`config.mk`:
```
export PLATFORM = sky130hd
export DESIGN_NAME = srd_lane_rst_rel
export DESIGN_NICKNAME = d
export VERILOG_FILES = /design/src/rtl/srd_lane_rst_rel.sv
export SDC_FILE = /design/constraint.sdc
export NUM_CORES = 1
export LEC_CHECK = 0
export CAP_MARGIN = 5
export CORE_ASPECT_RATIO = 1.2
export CORE_UTILIZATION = 55
export DETAILED_ROUTE_END_ITERATION = 8
export PLACE_DENSITY = 0.79
export RECOVER_POWER = 25
export SKIP_LAST_GASP = 1
export SYNTH_ARGS = -nofsm -noshare
export SYNTH_HDL_FRONTEND = slang
export SYNTH_SLANG_ARGS = --single-unit
```
`constraint.sdc`:
```
create_clock -name i_clk -period 3.62 [get_ports i_clk]
set_input_delay 0.724 -clock i_clk [delete_from_list [all_inputs] [get_ports i_clk]]
set_output_delay 0.724 -clock i_clk [all_outputs]
set_load 0.05 [all_outputs]
```
`src/rtl/srd_lane_rst_rel.sv`:
```
// Lane TX/RX reset release sequencer downstream of the SerDes reset handshake.
// Releases TX then RX, watches ready, and re-arms upstream on timeout or loss of ready.
module srd_lane_rst_rel #(
  parameter int unsigned TIMEOUT_CYCLES = 1024,
  parameter int unsigned MAX_RETRY      = 3
) (
  input  logic       i_clk,
  input  logic       i_rst,
  input  logic       i_srd_rst_done,
  input  logic       i_tx_ready,
  input  logic       i_rx_ready,
  input  logic       i_restart,
  output logic       o_srd_rst_n,
  output logic       o_tx_rst,
  output logic       o_rx_rst,
  output logic       o_ready,
  output logic       o_fail,
  output logic [7:0] o_retry_total
);

  localparam int unsigned CW = $clog2(TIMEOUT_CYCLES + 1);
  localparam int unsigned RW = $clog2(MAX_RETRY + 1);
  localparam logic [CW-1:0] CNT_LAST  = CW'(TIMEOUT_CYCLES - 1);
  localparam logic [RW-1:0] RETRY_MAX = RW'(MAX_RETRY);

  typedef enum logic [2:0] {
    S_IDLE   = 3'd0,
    S_TX_REL = 3'd1,
    S_RX_REL = 3'd2,
    S_READY  = 3'd3,
    S_REQ    = 3'd4,
    S_DRAIN  = 3'd5,
    S_FAIL   = 3'd6
  } state_t;

  state_t          state_q, state_d;
  logic [CW-1:0]   cnt_q, cnt_d;
  logic [RW-1:0]   retry_q, retry_d;
  logic            tx_rst_q, tx_rst_d;
  logic            rx_rst_q, rx_rst_d;
  logic            ready_q, ready_d;
  logic            srd_rst_n_q, srd_rst_n_d;
  logic            fail_q, fail_d;
  logic [7:0]      total_q, total_d;
  logic [7:0]      total_inc;
  logic            timeout;
  logic            fail_evt;
  logic            go_idle;

  assign total_inc = (total_q == 8'hFF) ? total_q : total_q + 8'd1;
  assign timeout   = (cnt_q == CNT_LAST);

  always_comb begin
    state_d     = state_q;
    cnt_d       = cnt_q;
    retry_d     = retry_q;
    tx_rst_d    = tx_rst_q;
    rx_rst_d    = rx_rst_q;
    ready_d     = ready_q;
    srd_rst_n_d = srd_rst_n_q;
    fail_d      = fail_q;
    total_d     = total_q;
    fail_evt    = 1'b0;
    go_idle     = 1'b0;

    if (i_restart && state_q != S_REQ && state_q != S_DRAIN) begin
      state_d     = S_REQ;
      retry_d     = '0;
      fail_d      = 1'b0;
      total_d     = total_inc;
      tx_rst_d    = 1'b1;
      rx_rst_d    = 1'b1;
      ready_d     = 1'b0;
      srd_rst_n_d = 1'b1;
    end else begin
      case (state_q)
        S_IDLE: begin
          tx_rst_d = 1'b1;
          rx_rst_d = 1'b1;
          ready_d  = 1'b0;
          if (i_srd_rst_done) begin
            state_d  = S_TX_REL;
            tx_rst_d = 1'b0;
            cnt_d    = '0;
          end
        end
        S_TX_REL: begin
          if (!i_srd_rst_done) begin
            go_idle = 1'b1;
          end else if (i_tx_ready) begin
            state_d  = S_RX_REL;
            rx_rst_d = 1'b0;
            cnt_d    = '0;
          end else if (timeout) begin
            fail_evt = 1'b1;
          end else begin
            cnt_d = cnt_q + CW'(1);
          end
        end
        // Losing TX ready while waiting on RX outranks RX success.
        S_RX_REL: begin
          if (!i_srd_rst_done) begin
            go_idle = 1'b1;
          end else if (!i_tx_ready) begin
            fail_evt = 1'b1;
          end else if (i_rx_ready) begin
            state_d = S_READY;
            ready_d = 1'b1;
            retry_d = '0;
          end else if (timeout) begin
            fail_evt = 1'b1;
          end else begin
            cnt_d = cnt_q + CW'(1);
          end
        end
        S_READY: begin
          if (!i_srd_rst_done) begin
            go_idle = 1'b1;
          end else if (!i_tx_ready || !i_rx_ready) begin
            fail_evt = 1'b1;
          end
        end
        S_REQ: begin
          srd_rst_n_d = 1'b0;
          state_d     = S_DRAIN;
        end
        S_DRAIN: begin
          srd_rst_n_d = 1'b1;
          if (!i_srd_rst_done) begin
            state_d = S_IDLE;
          end
        end
        S_FAIL: begin
          tx_rst_d = 1'b1;
          rx_rst_d = 1'b1;
          ready_d  = 1'b0;
          fail_d   = 1'b1;
        end
        default: begin
          state_d     = S_IDLE;
          cnt_d       = '0;
          retry_d     = '0;
          tx_rst_d    = 1'b1;
          rx_rst_d    = 1'b1;
          ready_d     = 1'b0;
          srd_rst_n_d = 1'b1;
        end
      endcase
    end

    if (go_idle) begin
      state_d  = S_IDLE;
      tx_rst_d = 1'b1;
      rx_rst_d = 1'b1;
      ready_d  = 1'b0;
    end

    if (fail_evt) begin
      tx_rst_d = 1'b1;
      rx_rst_d = 1'b1;
      ready_d  = 1'b0;
      if (retry_q == RETRY_MAX) begin
        state_d = S_FAIL;
        fail_d  = 1'b1;
      end else begin
        state_d = S_REQ;
        retry_d = retry_q + RW'(1);
        total_d = total_inc;
      end
    end
  end

  always_ff @(posedge i_clk) begin
    if (i_rst) begin
      state_q     <= S_IDLE;
      cnt_q       <= '0;
      retry_q     <= '0;
      tx_rst_q    <= 1'b1;
      rx_rst_q    <= 1'b1;
      ready_q     <= 1'b0;
      srd_rst_n_q <= 1'b1;
      fail_q      <= 1'b0;
      total_q     <= '0;
    end else begin
      state_q     <= state_d;
      cnt_q       <= cnt_d;
      retry_q     <= retry_d;
      tx_rst_q    <= tx_rst_d;
      rx_rst_q    <= rx_rst_d;
      ready_q     <= ready_d;
      srd_rst_n_q <= srd_rst_n_d;
      fail_q      <= fail_d;
      total_q     <= total_d;
    end
  end

  assign o_srd_rst_n   = srd_rst_n_q;
  assign o_tx_rst      = tx_rst_q;
  assign o_rx_rst      = rx_rst_q;
  assign o_ready       = ready_q;
  assign o_fail        = fail_q;
  assign o_retry_total = total_q;

endmodule

```
==> metrics.txt, run 1 <==
Switching Power=0.188 mW; synthesis-to-finish area growth=16.1%; max-slew violation count=0; GP Congestion=0.820; Int Pwr=0.527 mW; Worst Skew=10.7 ps; worst hold path class=register to register; dpl hpwl=2510 µm; diode count=0; core area=2840 µm²; hold buffers post-CTS=0; Post-synth EDFFs=0; multi-input logic area=1010 µm²; actual slew at the worst max-slew pin=740 ps; RSZ-0062 raised after global routing=no; top cell type's share of synthesized area=34.7%; final period utilization=78.3%; Max Cap Violations=0; total track usage=24.4%; cell taking the most area after synthesis=dfxtp_1; final hold violations=0; Resized cells post-CTS=0; Starting Density=59.0%; Routed WL=3530 µm; Pre-Repair DR Iteration Count=4; ANT nets after route=0; Num CTS Buffers=5; Max Fclk=353 MHz; post-synthesis cell area=1670 µm²; placement row count=21; filler cell count=238; Reg power frac=47.7%; total gr overflow=0; Avg Cell Area, Syn=8.41 µm²; #FFs+latches synth=29; sw frac=26.3%; leak pwr=0.638 nW; worst path required time=3890 ps; type of origin of the critical path=primary input; Setup WS post-layout=785 ps; setup TNS=0 ps; Root Buffer=clkbuf_4; ranking of synthesized cells by area=dfxtp_1 (35%), a211oi_1 (4.5%), a21oi_1 (4.2%), nand2_1 (3.4%), nand2b_1 (3.0%); status=finished, final reports clean; Tmin final=2830 ps; Post-synth ARST share=0%; Mapped Cells=199; CP arrival=3100 ps; residual DRC count=0; initial antenna violation count=0; Die Span Y=62.4 µm; CTS clk-pin slew, worst paths=90 ps; Worst-Skew Late Latency=340 ps; first-pass GRT wire length=6080 µm; Seq/Total Area, Yosys=34.7%; die area=3270 µm²; pre-CTS setup slack=480 ps; htree depth=2; Combinational Power Share=12.6%; yosys warns=0; Max FO, Critical Path=14; via-per-instance ratio=6.30; sequential cell area=581 µm²; largest net degree at the start of global routing=22; critical path type=primary input to register; Clock Path Buffers=2; CTS Sinks=29; die extent in x=52.4 µm; Yosys cell types=52; power share of the clock group=39.7%; port bufs=18; vias in the first global route=1419; Synth Net Count=208; Vias=1569; Pwr per Cell Area=368 nW/µm²; setup repair bufs after CTS=0; Slew headroom=50.5%; CTS tree=built; Peak VDD IR=325 µV; Layout Nets=223; layout cells sized above 1=8.84%; initial drt markers=65; Setup Viol. Count Final=0; Top Ports=19; Crit. End Element=register; top_reg_cell synth=dfxtp_1; WL/cell=14.2 µm
## kinds of logic (layout without fill, tap and decap cells)
logic type               count (synthesis)  in the layout  synth area share, %
AND/OR/NAND/NOR                         74             74                 25.3
XOR/XNOR                                 1              1                0.523
AO/OA/AOI/OAI                           65             65                 28.6
buffers and inverters                   21             37                 4.71
multiplexers                             6              6                 3.89
adder cells (fa/ha/maj)                  3              3                 2.24
flip-flops                              29             29                 34.7
## layer usage
layer | wire (µm) | global-route usage (%) | vias up | share of wire [%]
li1 | - | - | 782 | -
met1 | 1500 | 28.5 | 740 | 43
met2 | 1790 | 41.1 | 41 | 51
met3 | 185 | 7.30 | 6 | 5.2
met4 | 50 | 7.89 | 0 | 1.4
met5 | 0 | 0 | - | 0
## critical path, cell delays in order
cell	delay, ps
dlygate4sd3_1	690
or3b_1	380
a21o_1	220
a211o_1	420
or4_1	510
a21oi_1	140
## power groups by stage
stage	Clock (mW)	Combinational [mW]	Sequential [mW]
final	0.284	0.0899	0.341
after global routing	0.309	0.0980	0.343
after CTS	0.292	0.0913	0.341
after detailed placement	0	0.0906	0.349
after global placement	0	0.0876	0.347
after floorplan	0	0.0561	0.355
## synth_stat cells, types with 7 or more instances
library cell	n
dfxtp_1	29
inv_1	11
a21oi_1	14
nor2_1	12
clkbuf_1	9
nand2b_1	8
a211oi_1	10
o21ai_0	10
nand3_1	7
nand2_1	15
## layout make-up
cell class,instances,area share [%]
multi-input combinational,149,52.2
timing repair buffer,18,9.27
clock inverter,1,1.54
sequential,29,29.9
inverter,11,2.12
clock buffer,7,2.83
tap,34,2.19
## final timing paths
check	from	end	slack [ps]	depth (start not counted)
setup / recovery	i_tx_ready	cnt_q[7]$_SDFFE_PP0P_	790	6
hold / removal	cnt_q[10]$_SDFFE_PP0P_	cnt_q[10]$_SDFFE_PP0P_	480	2
setup reg to reg	state_q[1]$_SDFFE_PP0P_	o_retry_total[0]$_SDFF_PP0_	930	5
hold reg to reg	cnt_q[10]$_SDFFE_PP0P_	cnt_q[10]$_SDFFE_PP0P_	480	2
## sequential cells by signal, indices dropped and copies added (netlist names)
signal,flops
cnt_q,11
o_fail,1
o_ready,1
o_retry_total,8
o_rx_rst,1
o_srd_rst_n,1
o_tx_rst,1
retry_q,2
state_q,3
## cells in the final DEF (no fill, tap or decap), types with 3 or more instances in the layout
master and n:
dfxtp_1 29, nand2_1 15, a21oi_1 14, nor2_1 12, inv_1 11, o21ai_0 10, a211oi_1 10, dlygate4sd3_1 10
nand2b_1 8, clkdlybuf4s50_1 8, nand3_1 7, clkbuf_4 5, nand3b_1 4, a2111oi_0 4, nor3_1 4, mux2_2 4
or3_1 4, nor2b_1 4, ha_1 3
## metrics by stage
| stage | util [%] | instances | instance area, µm² | total power, mW | hold slack (ps) |
|---|---|---|---|---|---|
| after detailed placement | 65.5 | 241 | 1860 | 0.439 | 474 |
| after global placement | 65.5 | 241 | 1860 | 0.435 | 452 |
| after floorplan | - | 199 | 1670 | 0.411 | 438 |
| after global routing | 68.5 | 249 | 1940 | 0.751 | 528 |
| final | 68.5 | 249 | 1940 | 0.715 | 482 |
| after CTS | 68.5 | 249 | 1940 | 0.724 | 490 |
Note: power is estimated with default switching activity, not from simulation.
==> run 2: changes to the inputs <==
clock period = 2.9 ns   (was 3.62 ns; I/O delays follow)
==> metrics.txt, run 2 (same netlist as run 1, synthesis figures left out) <==
status=finished, final reports clean; first-pass GRT wire length=6380 µm; initial antenna violation count=0; Vias=1619; die area=3270 µm²; largest net degree at the start of global routing=21; sequential cell area=581 µm²; CP Launch Point=i_rx_ready; Pre-Repair DR Iteration Count=4; multi-input logic area=1010 µm²; R2R depth=7; final period utilization=88.0%; hold buffers post-CTS=0; vias in the first global route=1514; final hold violations=0; port bufs=18; Slew headroom=60.9%; worst hold path class=register to register; commonest cells after routing, fill and taps aside=dfxtp_1 (29), nand2_1 (15), a21oi_1 (14); fin cells=260; crit path buf inv count=3; Num CTS Buffers=5; worst path required time=3160 ps; CTS clk-pin slew, worst paths=90 ps; Clock Path Buffers=2; Root Buffer=clkbuf_4; diode count=0; Top cell by count, worst path=buf_4; Setup WS post-layout=347 ps; commonest non-fill, non-tap cell in the layout=dfxtp_1; setup repair bufs after CTS=0; Max FO, Critical Path=10; Max Cap Violations=0; crit-path max cell delay=450 ps; synthesis-to-finish area growth=20.2%; leak pwr=0.695 nW; Routed WL=3660 µm; Worst-Skew Late Latency=340 ps; initial drt markers=84; Peak VDD IR=296 µV; placement row count=21; R2R Path End=cnt_q[2]$_SDFFE_PP0P_; total track usage=25.3%; critical path type=primary input to register; via-per-instance ratio=6.23; Worst Skew=12.8 ps; post-route cell area=2010 µm²; core area=2840 µm²; max-slew violation count=0; placed cell area=1940 µm²; htree depth=2; layout cells sized above 1=13.7%; actual slew at the worst max-slew pin=571 ps; critical path, cell by cell=clkdlybuf4s50_1, buf_4, or3b_1, a21o_1, a211o_1, buf_4, or3_1, a21oi_1; setup slack, reg-to-reg=650 ps; Die Span Y=62.4 µm; CP arrival=2810 ps; Setup Viol. Count Final=0; CTS tree=built; Worst path top cell family by delay=buffers and inverters; ANT nets after route=0; Crit. End Element=register; filler cell count=229; Starting Density=59.0%; slowest cell on the critical path=clkdlybuf4s50_1; WL/cell=14.1 µm; Worst path depth=8; pre-CTS setup slack=33.9 ps; CP Capture Point=cnt_q[2]$_SDFFE_PP0P_; Top Ports=19; CTS Sinks=29; type of origin of the critical path=primary input; Biggest register=cnt_q; residual DRC count=0; Max Fclk=392 MHz; dpl hpwl=2650 µm; die extent in x=52.4 µm; setup TNS=0 ps; worst r2r src=state_q[0]$_SDFFE_PP0P_; RSZ-0062 raised after global routing=no; total gr overflow=0; Tmin final=2550 ps; Placed Instances=252; Pwr per Cell Area=416 nW/µm²; Resized cells post-CTS=0; max reg flops=11; Layout Nets=234; GP Congestion=0.799
==> run 2: how the worst min path moves through the flow <==
stage,from,depth (start not counted),end
global route,cnt_q[10]$_SDFFE_PP0P_,2,cnt_q[10]$_SDFFE_PP0P_
finish,cnt_q[10]$_SDFFE_PP0P_,2,cnt_q[10]$_SDFFE_PP0P_
detailed placement,cnt_q[10]$_SDFFE_PP0P_,2,cnt_q[10]$_SDFFE_PP0P_
global placement,cnt_q[10]$_SDFFE_PP0P_,2,cnt_q[10]$_SDFFE_PP0P_
floorplan,cnt_q[10]$_SDFFE_PP0P_,2,cnt_q[10]$_SDFFE_PP0P_
CTS,cnt_q[10]$_SDFFE_PP0P_,2,cnt_q[10]$_SDFFE_PP0P_
==> run 2: routing by layer <==
layer,global-route usage (%),vias to the layer above,wire length [µm]
met5,0,-,0
met3,7.79,9,144
met4,9.21,0,64
met1,29.6,772,1600
met2,42.2,38,1850
li1,-,800,-
==> run 2: layout make-up <==
type                       count  share of cell area (%)
sequential                    29                    28.9
multi-input combinational    149                    50.4
clock inverter                 1                   0.249
timing repair buffer          29                    13.1
clock buffer                   7                    3.23
inverter                      11                    2.05
tap                           34                    2.11
==> run 2: power breakdown <==
part           internal [mW]  leakage, nW  switching [mW]
Clock                  0.140       0.0413           0.146
Sequential             0.407        0.235         0.00744
Combinational         0.0535        0.419          0.0811
==> run 2: stage by stage <==
| step | hold slack, ps | utilization, % | power (mW) |
|---|---|---|---|
| CTS | 473 | 70.9 | 0.847 |
| finish | 473 | 70.9 | 0.836 |
| global route | 504 | 70.9 | 0.878 |
| global placement | 448 | 68.4 | 0.555 |
| floorplan | 438 | - | 0.514 |
| detailed placement | 461 | 68.4 | 0.558 |
==> run 2: tightest hold or removal path: cells and delay by family, from the launching register on <==
kind,cells,cell delay (ps)
AO/OA/AOI/OAI,1,40
flip-flops,1,330
buffers and inverters,1,70
